==> config.mk <==
export PLATFORM = sky130hd
export DESIGN_NAME = ysyx_041514_if_fetch
export DESIGN_NICKNAME = d
export VERILOG_FILES = /design/src/rtl/ysyx_041514_if_fetch.sv
export SDC_FILE = /design/constraint.sdc
export NUM_CORES = 1
export LEC_CHECK = 0
export BUFFER_PORTS_ARGS = -buffer_cell sky130_fd_sc_hd__buf_2
export CELL_PAD_IN_SITES_DETAIL_PLACEMENT = 1
export CELL_PAD_IN_SITES_GLOBAL_PLACEMENT = 2
export CORE_UTILIZATION = 28
export CTS_CLUSTER_DIAMETER = 60
export DETAILED_ROUTE_END_ITERATION = 10
export PLACE_DENSITY = 0.89
export SETUP_SLACK_MARGIN = 0.02
export SLEW_MARGIN = 20
export SYNTH_ARGS = -nofsm -noshare
export SYNTH_HDL_FRONTEND = slang
export SYNTH_SLANG_ARGS = --single-unit
==> constraint.sdc <==
create_clock -name clk -period 1.8 [get_ports clk]
set_input_delay 0.27 -clock clk [delete_from_list [all_inputs] [get_ports clk]]
set_output_delay 0.27 -clock clk [all_outputs]
set_load 0.005 [all_outputs]
==> src/rtl/ysyx_041514_if_fetch.sv <==
// ysyx_041514_if_fetch
//   IF stage that sits directly after the PC register. It issues one icache
//   request at a time, picks the addressed 32-bit half of the returned
//   8-byte word, and presents {inst, pc, valid, misalign} to IF/ID.
//   Pipeline stall/flush bit 1 (IF) is honoured. While a fetch is in
//   flight, the stage raises a stall request.
// Ports
//   clk, rst              clock, synchronous active-high reset
//   stall_valid_i[5:0]    stall bus (bit 1 used)
//   flush_valid_i[5:0]    flush bus (bit 1 used)
//   read_req_i, pc_next_i fetch request and address from the PC register
//   icache_req_*          request handshake and 8-byte aligned address
//   icache_rdata_*        returned line word
//   inst_*_o              instruction, PC, valid pulse, misalign exception
//   if_stall_req_o        high while a fetch is outstanding (REQ/WAIT/DROP)
module ysyx_041514_if_fetch #(
  parameter int               XLEN   = 64,
  parameter int               ADDR_W = 32,
  parameter logic [XLEN-1:0]  PC_RST = 64'h8000_0000,
  parameter logic [31:0]      NOP    = 32'h0000_0013
) (
  input  logic              clk,
  input  logic              rst,
  input  logic [5:0]        stall_valid_i,
  input  logic [5:0]        flush_valid_i,
  input  logic              read_req_i,
  input  logic [ADDR_W-1:0] pc_next_i,
  output logic              icache_req_valid_o,
  input  logic              icache_req_ready_i,
  output logic [ADDR_W-1:0] icache_addr_o,
  input  logic              icache_rdata_valid_i,
  input  logic [63:0]       icache_rdata_i,
  output logic [31:0]       inst_o,
  output logic [XLEN-1:0]   inst_pc_o,
  output logic              inst_valid_o,
  output logic              inst_misalign_o,
  output logic              if_stall_req_o
);

  typedef enum logic [2:0] {IDLE, REQ, WAIT, DROP, HOLD} state_e;

  state_e            state_q;
  logic [ADDR_W-1:0] fetch_pc_q;
  logic [31:0]       hold_q;
  logic [31:0]       inst_q;
  logic [XLEN-1:0]   inst_pc_q;
  logic              inst_valid_q, misalign_q, req_valid_q, stall_req_q;

  logic        stall_if, flush_if;
  logic [31:0] rdata_sel;

  assign stall_if  = stall_valid_i[1];
  assign flush_if  = flush_valid_i[1];
  // Bit 2 of the PC selects the upper or lower instruction of the 8-byte word.
  assign rdata_sel = fetch_pc_q[2] ? icache_rdata_i[63:32] : icache_rdata_i[31:0];

  logic unused_bus_bits;
  assign unused_bus_bits = ^{stall_valid_i[5:2], stall_valid_i[0],
                             flush_valid_i[5:2], flush_valid_i[0]};

  assign icache_req_valid_o = req_valid_q;
  assign icache_addr_o      = {fetch_pc_q[ADDR_W-1:3], 3'b000};
  assign inst_o             = inst_q;
  assign inst_pc_o          = inst_pc_q;
  assign inst_valid_o       = inst_valid_q;
  assign inst_misalign_o    = misalign_q;
  assign if_stall_req_o     = stall_req_q;

  always_ff @(posedge clk) begin
    if (rst) begin
      state_q      <= IDLE;
      fetch_pc_q   <= '0;
      hold_q       <= NOP;
      inst_q       <= NOP;
      inst_pc_q    <= PC_RST;
      inst_valid_q <= 1'b0;
      misalign_q   <= 1'b0;
      req_valid_q  <= 1'b0;
      stall_req_q  <= 1'b0;
    end else begin
      // The output is a single-cycle pulse. When it is not valid, inst is NOP.
      inst_valid_q <= 1'b0;
      inst_q       <= NOP;
      misalign_q   <= 1'b0;
      case (state_q)
        IDLE: begin
          if (read_req_i && !stall_if && !flush_if) begin
            fetch_pc_q <= pc_next_i;
            if (pc_next_i[1:0] != 2'b00) begin
              // A misaligned PC never reaches the icache. It reports the exception directly.
              inst_valid_q <= 1'b1;
              misalign_q   <= 1'b1;
              inst_pc_q    <= XLEN'(pc_next_i);
            end else begin
              state_q     <= REQ;
              req_valid_q <= 1'b1;
              stall_req_q <= 1'b1;
            end
          end
        end
        REQ: begin
          // Flush takes priority. The icache must not be treated as having accepted.
          if (flush_if) begin
            state_q     <= IDLE;
            req_valid_q <= 1'b0;
            stall_req_q <= 1'b0;
          end else if (icache_req_ready_i) begin
            state_q     <= WAIT;
            req_valid_q <= 1'b0;
          end
        end
        WAIT: begin
          if (flush_if) begin
            // If data arrives in the flush cycle, it is discarded here.
            // Otherwise, the late response is absorbed in DROP.
            if (icache_rdata_valid_i) begin
              state_q     <= IDLE;
              stall_req_q <= 1'b0;
            end else begin
              state_q <= DROP;
            end
          end else if (icache_rdata_valid_i) begin
            stall_req_q <= 1'b0;
            if (stall_if) begin
              hold_q  <= rdata_sel;
              state_q <= HOLD;
            end else begin
              inst_q       <= rdata_sel;
              inst_pc_q    <= XLEN'(fetch_pc_q);
              inst_valid_q <= 1'b1;
              state_q      <= IDLE;
            end
          end
        end
        HOLD: begin
          if (flush_if) begin
            state_q <= IDLE;
          end else if (!stall_if) begin
            inst_q       <= hold_q;
            inst_pc_q    <= XLEN'(fetch_pc_q);
            inst_valid_q <= 1'b1;
            state_q      <= IDLE;
          end
        end
        DROP: begin
          if (icache_rdata_valid_i) begin
            state_q     <= IDLE;
            stall_req_q <= 1'b0;
          end
        end
        default: begin
          state_q     <= IDLE;
          req_valid_q <= 1'b0;
          stall_req_q <= 1'b0;
        end
      endcase
    end
  end

endmodule

==> results of run 1 <==
[area by class of cell]
cell class                      count  area [um^2]
Tap cell                          280          350
Clock inverter                     13          131
Inverter                            1         3.75
Sequential cell                   135         2710
Multi-Input combinational cell    471         2970
Timing Repair Buffer              236         1390
Clock buffer                       19          443
Fill cell                        2620        13900
[kinds of logic after synthesis]
family	after synthesis
multiplexers	63
AND/OR/NAND/NOR	231
other	1
flip-flops	135
AO/OA/AOI/OAI	141
XOR/XNOR	1
buffers and inverters	124
[per-layer routing]
layer | wire length [um] | track usage
met5 | 0 | 0
met1 | 8240 | 0.190
met4 | 189 | 0.0535
met3 | 1350 | 0.0449
met2 | 8150 | 0.260
[registers in the layout (all words and copies together), names as in the netlist]
register / flops
fetch_pc_q: 32
hold_q: 32
inst_o: 32
inst_pc_o: 32
state_q: 3
icache_req_valid_o: 1
if_stall_req_o: 1
inst_misalign_o: 1
inst_valid_o: 1
[tightest hold or removal path: cells and delay by family]
family / cells / cell delay (ns)
buffers and inverters: 1 / 0.10
AO/OA/AOI/OAI: 1 / 0.05
AND/OR/NAND/NOR: 1 / 0.05
[power breakdown]
group	switching, mW	internal [mW]
clock network	1.35	2.06
registers	0.0408	3.05
logic	0.334	0.264
[Yosys cell counts (3+ instances only)]
master,instances,area share
a211oi_2,29,0.058
nand3b_1,3,0.0036
o21ai_0,7,0.0056
dfxtp_1,135,0.43
clkbuf_1,33,0.020
buf_2,20,0.016
nor2_1,96,0.057
mux2i_1,60,0.096
buf_1,3,0.0018
o41a_1,29,0.052
buf_4,67,0.080
nand3_1,5,0.0040
nand2_1,101,0.060
nor2b_1,7,0.0070
mux2_2,3,0.0054
and3_1,3,0.0030
a211oi_1,31,0.037
a21oi_1,35,0.028
nand2b_1,5,0.0050
[through the flow]
step                      utilization  total power [mW]  hold slack (ns)  std cells  area (um^2)
after floorplan                     -              3.54            0.406        730         6410
after global placement          0.339              3.75            0.442       1123         7420
after detailed placement        0.339              3.76            0.447       1123         7420
after CTS                       0.365              7.21           0.0781       1155         8000
after global routing            0.365              7.41           0.0887       1155         8000
final                           0.365              7.10            0.101       1155         8000
[path summary, 6_finish.rpt]
path	endpoint	cells past startpoint	from	slack, ns
max	inst_pc_o[2]	6	state_q[2]	0.12
min	fetch_pc_q[14]	3	pc_next_i[14]	0.10
max reg2reg	inst_pc_o[2]	6	state_q[2]	0.12
min reg2reg	fetch_pc_q[1]	2	fetch_pc_q[1]	0.45
==> reports/qor.csv, run 1 <==
metric;value;unit
fin_crit;1.68;ns
crit_type;flip-flop to flip-flop;
avgRoutedWirePerCell;15.5;um
boundaryPins;245;
peakVddDrop;0.380;mV
synth_compound_area_frac;0.197;
maxCapViolCount;0;
synth_edf_count;0;
leakagePower;3.13;nW
yosys.area_share.xor_xnor;0.00139;
cp.arrival;2.01;ns
synthFlopType;dfxtp_1;
synth_fa_ha_area_frac;0;
final-hold-violation-count;0;
ys_warn_count;0;
postSynthCellCount;696;
layout_commonest_cell;buf_2;
critPathMaxFanout;38;
finalWirelength;17900;um
core;21900;um^2
grt_pass1_wl;27500;um
final_cell_mix;buf_2 (198), dfxtp_1 (131), nand2_1 (101);
globalplace.congestion;0.737;
antenna_cells;0;
cp-end-kind;flip-flop;
root_buffer;clkbuf_16;
cts_setup_buffers;0;
muxShareOfSynthArea;0.101;
area_growth;27.3;%
path_delay_family;compound AO/OA/AOI/OAI gates;
finalCritPeriodShare;0.933;
hold_buffers;0;
firstDrtPassIters;4;
portBuffers;199;
syn-cell-area;6280;um^2
ys_ff_latch;135;
fmax;595;MHz
viasPerCell;4.67;
clkTransAtPathRegs;0.06;ns
min_path_type;input pin to flip-flop;
status;completed;
fin_ws;0.120;ns
cts_made_buffers;17;
fin_nets;975;
fp.dieH;152;um
cts.repair.resized;0;
dpl.hpwl;12700;um
p_per_area;888;nW/um^2
drt_iter0_drc;99;
finalSetupViolations;0;
synth_top_family_by_area;compound AO/OA/AOI/OAI gates;
rows;54;
antenna_found_initial;0;
track_usage;0.156;
fin_worst_skew;0.00992;ns
die_area;23000;um^2
grt_setup_unrepaired;false;
initial_core_util;0.287;
synth-simple-area-share;0.151;
ys_seq_area_frac;0.430;
vias;5391;
drv_slew;0;
cts_buffer_depth;2;
htreeDepth;4;
ys_types;40;
crit_chain;nand2b_1 -> a2bb2oi_2 -> a2bb2oi_4 -> buf_12 -> nor2_1 -> a211oi_2;
cts_tree;built;
async_flop_share;0;
cpPeakStageDelay;0.40;ns
die_w;152;um
crit_path_start_kind;flip-flop;
grt_max_degree;42;
worst_ep_required_time;2.13;ns
syn_area_per_cell;9.03;um^2
critPathBufInv;1;
clock_latency;0.42;ns
gr-total-overflow;0;
grt_pass1_vias;5368;
ant_nets;0;
place_worst_setup_slack;0.0317;ns
drive_above_1_share;0.355;
drc;0;
cts_sinks;135;
setup_tns;0;ns
crit_slowest_cell;dfxtp_2;
Power figures use the tool's default switching activity.
==> run 2, diff against run 1 <==
CELL_PAD_IN_SITES_GLOBAL_PLACEMENT = 1   (was 2)
CORE_UTILIZATION = 36   (was 28)
PLACE_DENSITY = 0.79   (was 0.89)
==> run 2 against run 1 <==
Net effect:
- routed wire length is 2.3% higher
- total power is 11% higher
- sequential share of layout area is 0.53 points lower
- critical path depth is 1 higher
- clock-buffer cell count is 3 higher
- combinational power is 2% higher
- hold slack worse by 0.0081 ns
- critical endpoint is now inst_pc_o[31]
==> reports/qor.csv, run 2 (same netlist as run 1, synthesis figures left out) <==
metric;value;unit;change
cp-end-kind;flip-flop;;unchanged
rows;47;;was 54
antenna_found_initial;0;;unchanged
portBuffers;199;;unchanged
crit_type;flip-flop to flip-flop;;unchanged
fmax;583;MHz;was 595 MHz
post-route-util;0.483;;was 0.365
r2r_slack;0.08;ns;was 0.12 ns
gr-total-overflow;0;;unchanged
clock_latency;0.42;ns;about the same
cp-startpoint;state_q[2];;unchanged
dpl.hpwl;12200;um;was 12,700 um
fin_nets;973;;was 975
drv_slew;0;;unchanged
crit_chain;nand2b_4 -> a2bb2oi_2 -> a2bb2oi_4 -> buf_12 -> clkbuf_16 -> o211a_1 -> a211o_1;;was nand2b_1 -> a2bb2oi_2 -> a2bb2oi_4 -> buf_12 -> nor2_1 -> a211oi_2
track_usage;0.204;;was 0.156
p_per_area;967;nW/um^2;was 888 nW/um^2
worst_ep_required_time;2.12;ns;was 2.13 ns
finalSetupViolations;0;;unchanged
firstDrtPassIters;4;;unchanged
fin_worst_skew;0.00771;ns;was 0.00992 ns
ant_nets;0;;unchanged
die_area;18000;um^2;was 23,000 um^2
reg2regPathDepth;7;;was 6
globalplace.congestion;0.744;;was 0.737
finalPower;7.85;mW;was 7.10 mW
worstReg2RegStart;state_q[2];;unchanged
fin_crit;1.72;ns;was 1.68 ns
leakagePower;3.20;nW;was 3.13 nW
r2r_end;inst_pc_o[31];;was inst_pc_o[2]
die_w;134;um;was 152 um
hold_buffers;0;;unchanged
crit_end;inst_pc_o[31];;was inst_pc_o[2]
grt_setup_unrepaired;false;;unchanged
layout_commonest_cell;buf_2;;unchanged
crit_path_start_kind;flip-flop;;unchanged
viasPerCell;5.01;;was 4.67
cts_tree;built;;unchanged
peakVddDrop;0.663;mV;was 0.380 mV
finalWirelength;18300;um;was 17,900 um
vias;5478;;was 5,391
cts_sinks;135;;unchanged
final_cell_mix;buf_2 (198), dfxtp_1 (132), nand2_1 (101);;was buf_2 (198), dfxtp_1 (131), nand2_1 (101)
drive_above_1_share;0.360;;was 0.355
maxCapViolCount;0;;unchanged
clkTransAtPathRegs;0.06;ns;about the same
setup_tns;0;ns;unchanged
final-hold-violation-count;0;;unchanged
cpPeakStageDelay;0.36;ns;was 0.40 ns
cts_buffer_depth;2;;unchanged
grt_max_degree;57;;was 42
status;completed;;unchanged
fp.dieH;134;um;was 152 um
antenna_cells;0;;unchanged
boundaryPins;245;;unchanged
finalCritPeriodShare;0.953;;was 0.933
critPathMaxFanout;24;;was 38
area_growth;29.3;%;was 27.3%
min_path_type;input pin to flip-flop;;unchanged
avgRoutedWirePerCell;16.8;um;was 15.5 um
drt_iter0_drc;146;;was 99
cp.arrival;2.03;ns;was 2.01 ns
cts_made_buffers;17;;unchanged
grt_pass1_wl;28400;um;was 27,500 um
root_buffer;clkbuf_16;;unchanged
initial_core_util;0.374;;was 0.287
htreeDepth;4;;unchanged
core;16800;um^2;was 21,900 um^2
drc;0;;unchanged
grt_pass1_vias;5491;;was 5,368
crit_slowest_cell;dfxtp_2;;unchanged
==> run 2: critical path: cells and delay by family, from the launching register on <==
kind | cells | cell delay [ns]
flip-flops | 1 | 0.36
buffers and inverters | 2 | 0.34
AND/OR/NAND/NOR | 1 | 0.16
AO/OA/AOI/OAI | 4 | 0.73
==> run 2: worst min path at each step <==
stage	startpoint	end	slack, ns	cells after the start
detailed placement	if_stall_req_o	if_stall_req_o	0.46	2
global placement	inst_pc_o[31]	inst_pc_o[31]	0.44	1
finish	pc_next_i[11]	fetch_pc_q[11]	0.09	3
floorplan	pc_next_i[0]	fetch_pc_q[0]	0.41	2
CTS	pc_next_i[11]	fetch_pc_q[11]	0.07	3
global route	pc_next_i[16]	fetch_pc_q[16]	0.09	3
==> run 2: where the power goes <==
group | switching, mW | total, mW | internal [mW] | leakage [nW]
sequential | 0.0385 | 3.09 | 3.05 | 1.09
combinational | 0.343 | 0.610 | 0.267 | 1.77
clock | 1.36 | 4.15 | 2.79 | 0.339
==> run 2: per-layer routing <==
layer / up-vias / global-route usage / part of all wire
met1: 2639 / 0.245 / 0.44
met4: 0 / 0.0743 / 0.012
met3: 16 / 0.0503 / 0.057
met2: 172 / 0.351 / 0.49
met5: - / 0 / 0
li1: 2651 / - / -
==> run 2: per-stage QoR <==
stage                     worst slack [ns]  hold WS [ns]  cell area, um^2  instances
after floorplan                      0.211         0.406             6410        730
after global placement              0.0871         0.442             7340       1059
after detailed placement            0.0652         0.456             7340       1059
after CTS                           0.0440        0.0736             8050       1091
after global routing                0.0262        0.0867             8120       1093
final                               0.0838        0.0927             8120       1093
==> run 2: final cells by class <==
cell class	instances	area, um^2
Fill cell	2009	8700
Multi-Input combinational cell	471	3000
Sequential cell	135	2710
Timing Repair Buffer	234	1430
Clock buffer	22	494
Tap cell	220	275
Clock inverter	10	213
Inverter	1	3.75
==> run 2: repair_timing <==
item	in CTS	in global routing
resized for setup	0	7
setup buffers	0	1
setup endpoints to repair	0	81
